[src/rtl/maint_iseq_executor.sv]
// Maintenance instruction executor: takes the DDR command bus when the host iseq path is idle,
// then decodes and runs sequencer instructions (DDR commands, WAIT, bus direction, END_ISEQ).
module maint_iseq_executor #(
  parameter int CS_WIDTH   = 1,
  parameter int ROW_WIDTH  = 15,
  parameter int BANK_WIDTH = 3
) (
  input  logic                  clk,
  input  logic                  rst,
  input  logic                  maint_instr_en,
  input  logic [31:0]           maint_instr,
  output logic                  maint_ack,
  input  logic                  host_idle,
  output logic                  maint_busy,
  output logic                  ddr_cke,
  output logic [CS_WIDTH-1:0]   ddr_cs_n,
  output logic                  ddr_ras_n,
  output logic                  ddr_cas_n,
  output logic                  ddr_we_n,
  output logic [ROW_WIDTH-1:0]  ddr_addr,
  output logic [BANK_WIDTH-1:0] ddr_ba,
  output logic [1:0]            bus_dir,
  output logic                  iseq_done,
  output logic                  bad_opcode
);

  // Instruction layout: opcode [31:28]; DDR command fields below.
  localparam logic [3:0] OP_DDR_INSTR  = 4'h1;
  localparam logic [3:0] OP_SET_BUSDIR = 4'h2;
  localparam logic [3:0] OP_WAIT       = 4'h3;
  localparam logic [3:0] OP_END_ISEQ   = 4'h4;
  localparam int BANK_OFFSET = 15;
  localparam int CS_OFFSET   = 18;
  localparam int WE_BIT      = 24;
  localparam int CAS_BIT     = 25;
  localparam int RAS_BIT     = 26;
  localparam int CKE_BIT     = 27;
  localparam logic [1:0] BUS_DIR_READ = 2'b00;

  // Handshake: an instruction is presented while maint_instr_en=1 and is consumed in the
  // cycle maint_ack=1; END_ISEQ and aborts are never acked.
  typedef enum logic [1:0] {S_IDLE, S_EXEC, S_WAITING} state_t;

  state_t      state, state_nx;
  logic [27:0] cnt, cnt_nx;
  logic        issue_cmd, set_dir, set_bad;
  logic [3:0]  opcode;
  logic [27:0] wait_n;

  assign opcode     = maint_instr[31:28];
  assign wait_n     = maint_instr[27:0];
  assign maint_busy = (state != S_IDLE);

  always_comb begin
    state_nx  = state;
    cnt_nx    = cnt;
    maint_ack = 1'b0;
    iseq_done = 1'b0;
    issue_cmd = 1'b0;
    set_dir   = 1'b0;
    set_bad   = 1'b0;
    case (state)
      S_IDLE: begin
        if (maint_instr_en && host_idle) state_nx = S_EXEC;
      end
      S_EXEC: begin
        if (!maint_instr_en) begin
          state_nx = S_IDLE;
        end else begin
          case (opcode)
            OP_DDR_INSTR: begin
              maint_ack = 1'b1;
              issue_cmd = 1'b1;
            end
            OP_SET_BUSDIR: begin
              maint_ack = 1'b1;
              set_dir   = 1'b1;
            end
            OP_WAIT: begin
              // The WAIT cycle itself counts, so N cycles means N-1 more in WAITING.
              if (wait_n <= 28'd1) begin
                maint_ack = 1'b1;
              end else begin
                cnt_nx   = wait_n - 28'd1;
                state_nx = S_WAITING;
              end
            end
            OP_END_ISEQ: begin
              iseq_done = 1'b1;
              state_nx  = S_IDLE;
            end
            default: begin
              maint_ack = 1'b1;
              set_bad   = 1'b1;
            end
          endcase
        end
      end
      S_WAITING: begin
        if (!maint_instr_en) begin
          cnt_nx   = 28'd0;
          state_nx = S_IDLE;
        end else if (cnt == 28'd1) begin
          maint_ack = 1'b1;
          cnt_nx    = 28'd0;
          state_nx  = S_EXEC;
        end else begin
          cnt_nx = cnt - 28'd1;
        end
      end
      default: state_nx = S_IDLE;
    endcase
  end

  always_ff @(posedge clk) begin
    if (rst) begin
      state      <= S_IDLE;
      cnt        <= 28'd0;
      ddr_cke    <= 1'b1;
      ddr_cs_n   <= '1;
      ddr_ras_n  <= 1'b1;
      ddr_cas_n  <= 1'b1;
      ddr_we_n   <= 1'b1;
      ddr_addr   <= '0;
      ddr_ba     <= '0;
      bus_dir    <= BUS_DIR_READ;
      bad_opcode <= 1'b0;
    end else begin
      state <= state_nx;
      cnt   <= cnt_nx;
      if (issue_cmd) begin
        ddr_cke   <= maint_instr[CKE_BIT];
        ddr_cs_n  <= maint_instr[CS_OFFSET +: CS_WIDTH];
        ddr_ras_n <= maint_instr[RAS_BIT];
        ddr_cas_n <= maint_instr[CAS_BIT];
        ddr_we_n  <= maint_instr[WE_BIT];
        ddr_addr  <= maint_instr[ROW_WIDTH-1:0];
        ddr_ba    <= maint_instr[BANK_OFFSET +: BANK_WIDTH];
      end else begin
        // NOP: address/bank and CKE keep their last values.
        ddr_cs_n  <= '1;
        ddr_ras_n <= 1'b1;
        ddr_cas_n <= 1'b1;
        ddr_we_n  <= 1'b1;
      end
      if (set_dir) bus_dir <= maint_instr[1:0];
      if (set_bad) bad_opcode <= 1'b1;
    end
  end

endmodule

[config.mk]
export PLATFORM = sky130hd
export DESIGN_NAME = maint_iseq_executor
export DESIGN_NICKNAME = d
export VERILOG_FILES = /design/src/rtl/maint_iseq_executor.sv
export SDC_FILE = /design/constraint.sdc
export NUM_CORES = 1
export LEC_CHECK = 0
export CAP_MARGIN = 10
export CORE_MARGIN = 3
export CORE_UTILIZATION = 48
export CTS_CLUSTER_SIZE = 12
export DETAILED_ROUTE_END_ITERATION = 12
export PLACE_DENSITY_LB_ADDON = 0.12
export SLEW_MARGIN = 20
export SYNTH_ARGS = -nofsm -noshare
export SYNTH_HDL_FRONTEND = slang
export SYNTH_SLANG_ARGS = --single-unit
export TNS_END_PERCENT = 30
[constraint.sdc]
create_clock -name clk -period 3.2 [get_ports clk]
set_input_delay 0.96 -clock clk [delete_from_list [all_inputs] [get_ports clk]]
set_output_delay 0.96 -clock clk [all_outputs]
set_load 0.1 [all_outputs]
# Word level (Yosys, flattened, before mapping)
# Cells that the tools add are included.
[word_totals]
inputBits = 36
elab_cells = 68
out_inout_bits = 29
ff_bits = 56
[op_classes]
mux = 31
add_sub_neg = 2
n_reduce_logical = 8
n_eq_ne = 14
bitwise_logic = 1
magnitude_cmp = 1
[op_table]
columns = ["operator", "n"]
rows = [
  ["$mux 28", 5],
  ["$pmux 28 s2", 1],
  ["$sub 28x1->28 const B", 2],
  ["$eq 28x1->1 const B", 1],
  ["$le 28x1->1 const B", 1],
  ["$mux 1", 16],
  ["$mux 2", 5],
  ["$eq 4x2->1 const B", 2],
  ["$ne 2x2->1 const B", 4],
  ["$reduce_and 4->1", 2],
  ["$pmux 2 s3", 1],
  ["$eq 4x1->1 const B", 1],
  ["$eq 4x3->1 const B", 1],
  ["$ne 4x3->1 const B", 1],
  ["$ne 4x4->1 const B", 1],
  ["$pmux 1 s2", 2],
  ["$pmux 2 s2", 1],
  ["$reduce_bool 2->1", 2],
  ["$reduce_or 4->1", 1],
  ["$ne 3x3->1 const B", 1],
  ["$eq 2x1->1 const B", 1],
  ["$eq 2x2->1 const B", 1],
  ["$logic_not 2->1", 1],
  ["$reduce_or 2->1", 1],
  ["2 further kinds", 2],
]

# Depth between registers and ports, before layout
[depth]
word_depth = 6
mapped_depth = 9
depth_no_buf = 8

# Worst setup path before layout
# No wires, ideal clock.
[synth_timing]
path_type = "input port to output port"
from = "input port maint_instr[12]"
to = "output port maint_ack"
cell_stages = 6
t_arrival_ns = 3.725
n_path_buf = 0
setup_slack_ns = -1.485
cell_sequence = "nor4_4 > nand2_4 > or4_4 > a22oi_1 > o21ai_0 > a21oi_1"
[synth_via]
elab_chain_cells = 5
[synth_rtl]
columns = ["item", "line", "text"]
rows = [
  ["start: declaration", "11", "input logic [31:0] maint_instr,"],
  ["$le 28x1->1", "81", "if (wait_n <= 28'd1) begin"],
  ["$mux 1", "81", ""],
  ["$pmux 1 s2", "70", "case (opcode)"],
  ["$mux 1", "67", "if (!maint_instr_en) begin"],
  ["$pmux 1 s2", "62", "case (state)"],
  ["end: declaration", "12", "output logic maint_ack,"],
]
# Every way passes these cells.

# Worst setup path after layout
[layout_timing]
from = "input port maint_instr[22]"
to = "output port maint_ack"
# The elaborated chain is that of the path after synthesis.

==> impl_metrics.ini <==
[timing]
hold_viol_final = 0
setup_viol = 6
fin_ws_ns = -0.474
fin_crit_ns = 3.67
maxSlewViolCount = 0
worst_slew_pin_slew_ns = 0.583
fin_crit_sh = 1.15
max_slew_margin = 0.608
rsz0062_at_grt = yes
skew_ns = 0.00462
fmax_mhz = 272

[yosys]
ys_top_cells_by_area = dfxtp_1 (31%), nor2_1 (6.8%), a21oi_1 (5.4%)
synth_edf_count = 0
synth_fp_nets = 502
async_reset_ff_frac = 0
syn-instance-count = 458
avgSynthCellArea_um2 = 7.86
synth_top_area_frac = 0.311
synth_cell_types = 62
ys_seq_elements = 56
yosys_warnings = 0
synth_top_cell_by_area = dfxtp_1
ys_seq_area_frac = 0.311
syn_area_um2 = 3600
synthFlopType = dfxtp_1

[power_and_ir_drop]
leakagePower_nw = 2.26
peakVddDrop_v = 0.000212
total_power_mw = 1.81
power.density_nw_per_um2 = 351

[setup_path]
r2r_end = cnt[18]
start_kind = input port
cp_data_required_time_ns = 2.24
r2r_slack_ns = 0.72
ff2ff_path_depth = 7
worstSetupPathType = input port to output port
end_kind = output port
cp.arrival_ns = 2.71
cp_max_fo = 2
critPathSlowestCell = or4_4
cp_cell_sequence = buf_8 -> nor4_4 -> buf_4 -> nand2_4 -> or4_4 -> a22oi_2 -> o21ai_2 -> a21oi_4 -> buf_12
cp_slowest_stage_delay_ns = 0.52
rr_startpoint = cnt[1]

[routing]
avgRoutedWirePerCell_um = 16.8
antenna_left = 0
drtPass1Iterations = 5
wl_um = 11700
num_vias = 4086
drt-vias-per-instance = 5.85
drc = 0
drt_iter0_drc = 337

[clock_network]
cts_tree = built
h-tree-depth = 2
root_buffer = clkbuf_8
clock_path_buffers = 2
cts_hold_buffers = 0
numClockSinks = 56
clkTransAtPathRegs_ns = 0.10
clock_latency_ns = 0.31
cts_made_buffers = 5

[floorplan]
fp.dieH_um = 92.6
start_util = 0.513
io_pins = 65
rows = 30
core_um2 = 7020
die_width_um = 92.6
die_area_um2 = 8580

[cells_and_area]
drive_gt1_frac = 0.301
mostFrequentLayoutCells = buf_4 (112), nor2_1 (64), dfxtp_1 (56), a21oi_1 (38), o21ai_0 (35)
post-route-util = 0.734
area_delta_synth_final_pct = 43.0
antenna_cells = 0
nets = 645
instances_no_fill = 698
final_common_cell = buf_4

[grt]
antenna_found_initial = 0
grt_pass1_wl_um = 19000
grt_busiest_layer = met2
grt_max_degree = 39
use_met3 = 0.0504
grt_pass1_vias = 3831
track_usage = 0.274
grt_use_met2 = 0.457
grtUsageMet1 = 0.362
overflow = 0

[place]
portBuffers = 64
gp_congestion = 0.943
dp_hpwl_um = 8270
dp_cells = 659

[run_status]
status = finished with violations
violations = negative setup slack

[min_path]
whs_endpoint = ddr_cke
holdPathStages = 1
min_path_type = register to register
min_from = ddr_cke

[job]
max_cap_violations = 0
==> area by class of cell <==
type / instances / area (um^2)
inverters: 16 / 60.1
well taps: 96 / 120
fillers: 555 / 1870
multi-input cells: 362 / 2390
repair buffers: 160 / 1340
flip-flops and latches: 56 / 1120
clock buffers: 5 / 68.8
clock inverters: 3 / 42.5
==> routing by layer <==
layer / routed length, um / part of all wire
met5: 0 / 0
met4: 268 / 0.023
met3: 802 / 0.068
met2: 5590 / 0.48
met1: 5080 / 0.43
==> how the worst max path moves through the flow <==
| stage | startpoint | end | slack [ns] |
|---|---|---|---|
| floorplan | maint_instr[11] | maint_ack | -0.60 |
| global placement | maint_instr[24] | maint_ack | -0.84 |
| detailed placement | maint_instr[24] | maint_ack | -0.90 |
| CTS | maint_instr[21] | maint_ack | -0.50 |
| global route | maint_instr[22] | maint_ack | -0.55 |
| finish | maint_instr[22] | maint_ack | -0.47 |
==> critical path: cells and delay by family <==
family,cells,cell delay (ns)
buf+inv,3,0.47
compound gates,3,0.43
simple gates,3,0.86
==> power by group <==
group	switching, mW	total [mW]	internal [mW]
combinational	0.364	0.599	0.235
clock	0.244	0.477	0.232
sequential	0.0179	0.734	0.716
==> cell families after synthesis <==
group,Yosys count,synth area share
mux,18,0.0500
fa+ha+maj,8,0.0278
simple gates,190,0.290
buf+inv,40,0.0605
xor+xnor,22,0.0535
compound gates,124,0.206
flops,56,0.311
==> metrics by stage <==
stage          setup WS, ns  TNS [ns]  instance area, um^2  hold WS [ns]
6_report             -0.474     -1.40                 5150         0.480
5_1_grt              -0.547     -2.02                 5150         0.513
4_1_cts              -0.497     -1.76                 5110         0.483
3_5_place_dp         -0.903     -5.68                 4690         0.458
3_3_place_gp         -0.835     -3.34                 4690         0.445
2_1_floorplan        -0.600    -0.816                 3610         0.452
==> repair_timing <==
action	CTS	global route
pin swaps	16	16
gates resized for setup	79	19
buffers inserted	31	2
setup endpoints to repair	2	6
==> synth_stat cells (all sizes together), types with 2 or more instances <==
master  instances
a21o            2
nor3           30
nor3b           3
o22ai           2
and3            6
or3            11
a21oi          40
xor2           17
nor2b           6
dfxtp          56
nor2           67
mux2i          18
or4             7
o32ai           5
nand2          18
a31oi           2
a22oi           8
o31ai           4
o21ai          44
nand3b          4
nor4           18
inv            16
o211ai          3
a211oi          4
xnor2           5
nand3           7
nand4           7
ha              8
buf             9
clkbuf         14
a211o           3
==> sequential cells by signal (all words and copies together), names as in the netlist <==
| register | cells |
|---|---|
| cnt | 28 |
| ddr_addr | 15 |
| ddr_ba | 3 |
| bus_dir | 2 |
| state | 2 |
| bad_opcode | 1 |
| ddr_cas_n | 1 |
| ddr_cke | 1 |
| ddr_cs_n | 1 |
| ddr_ras_n | 1 |
| ddr_we_n | 1 |
No activity file was read; power rests on OpenSTA's default activity.
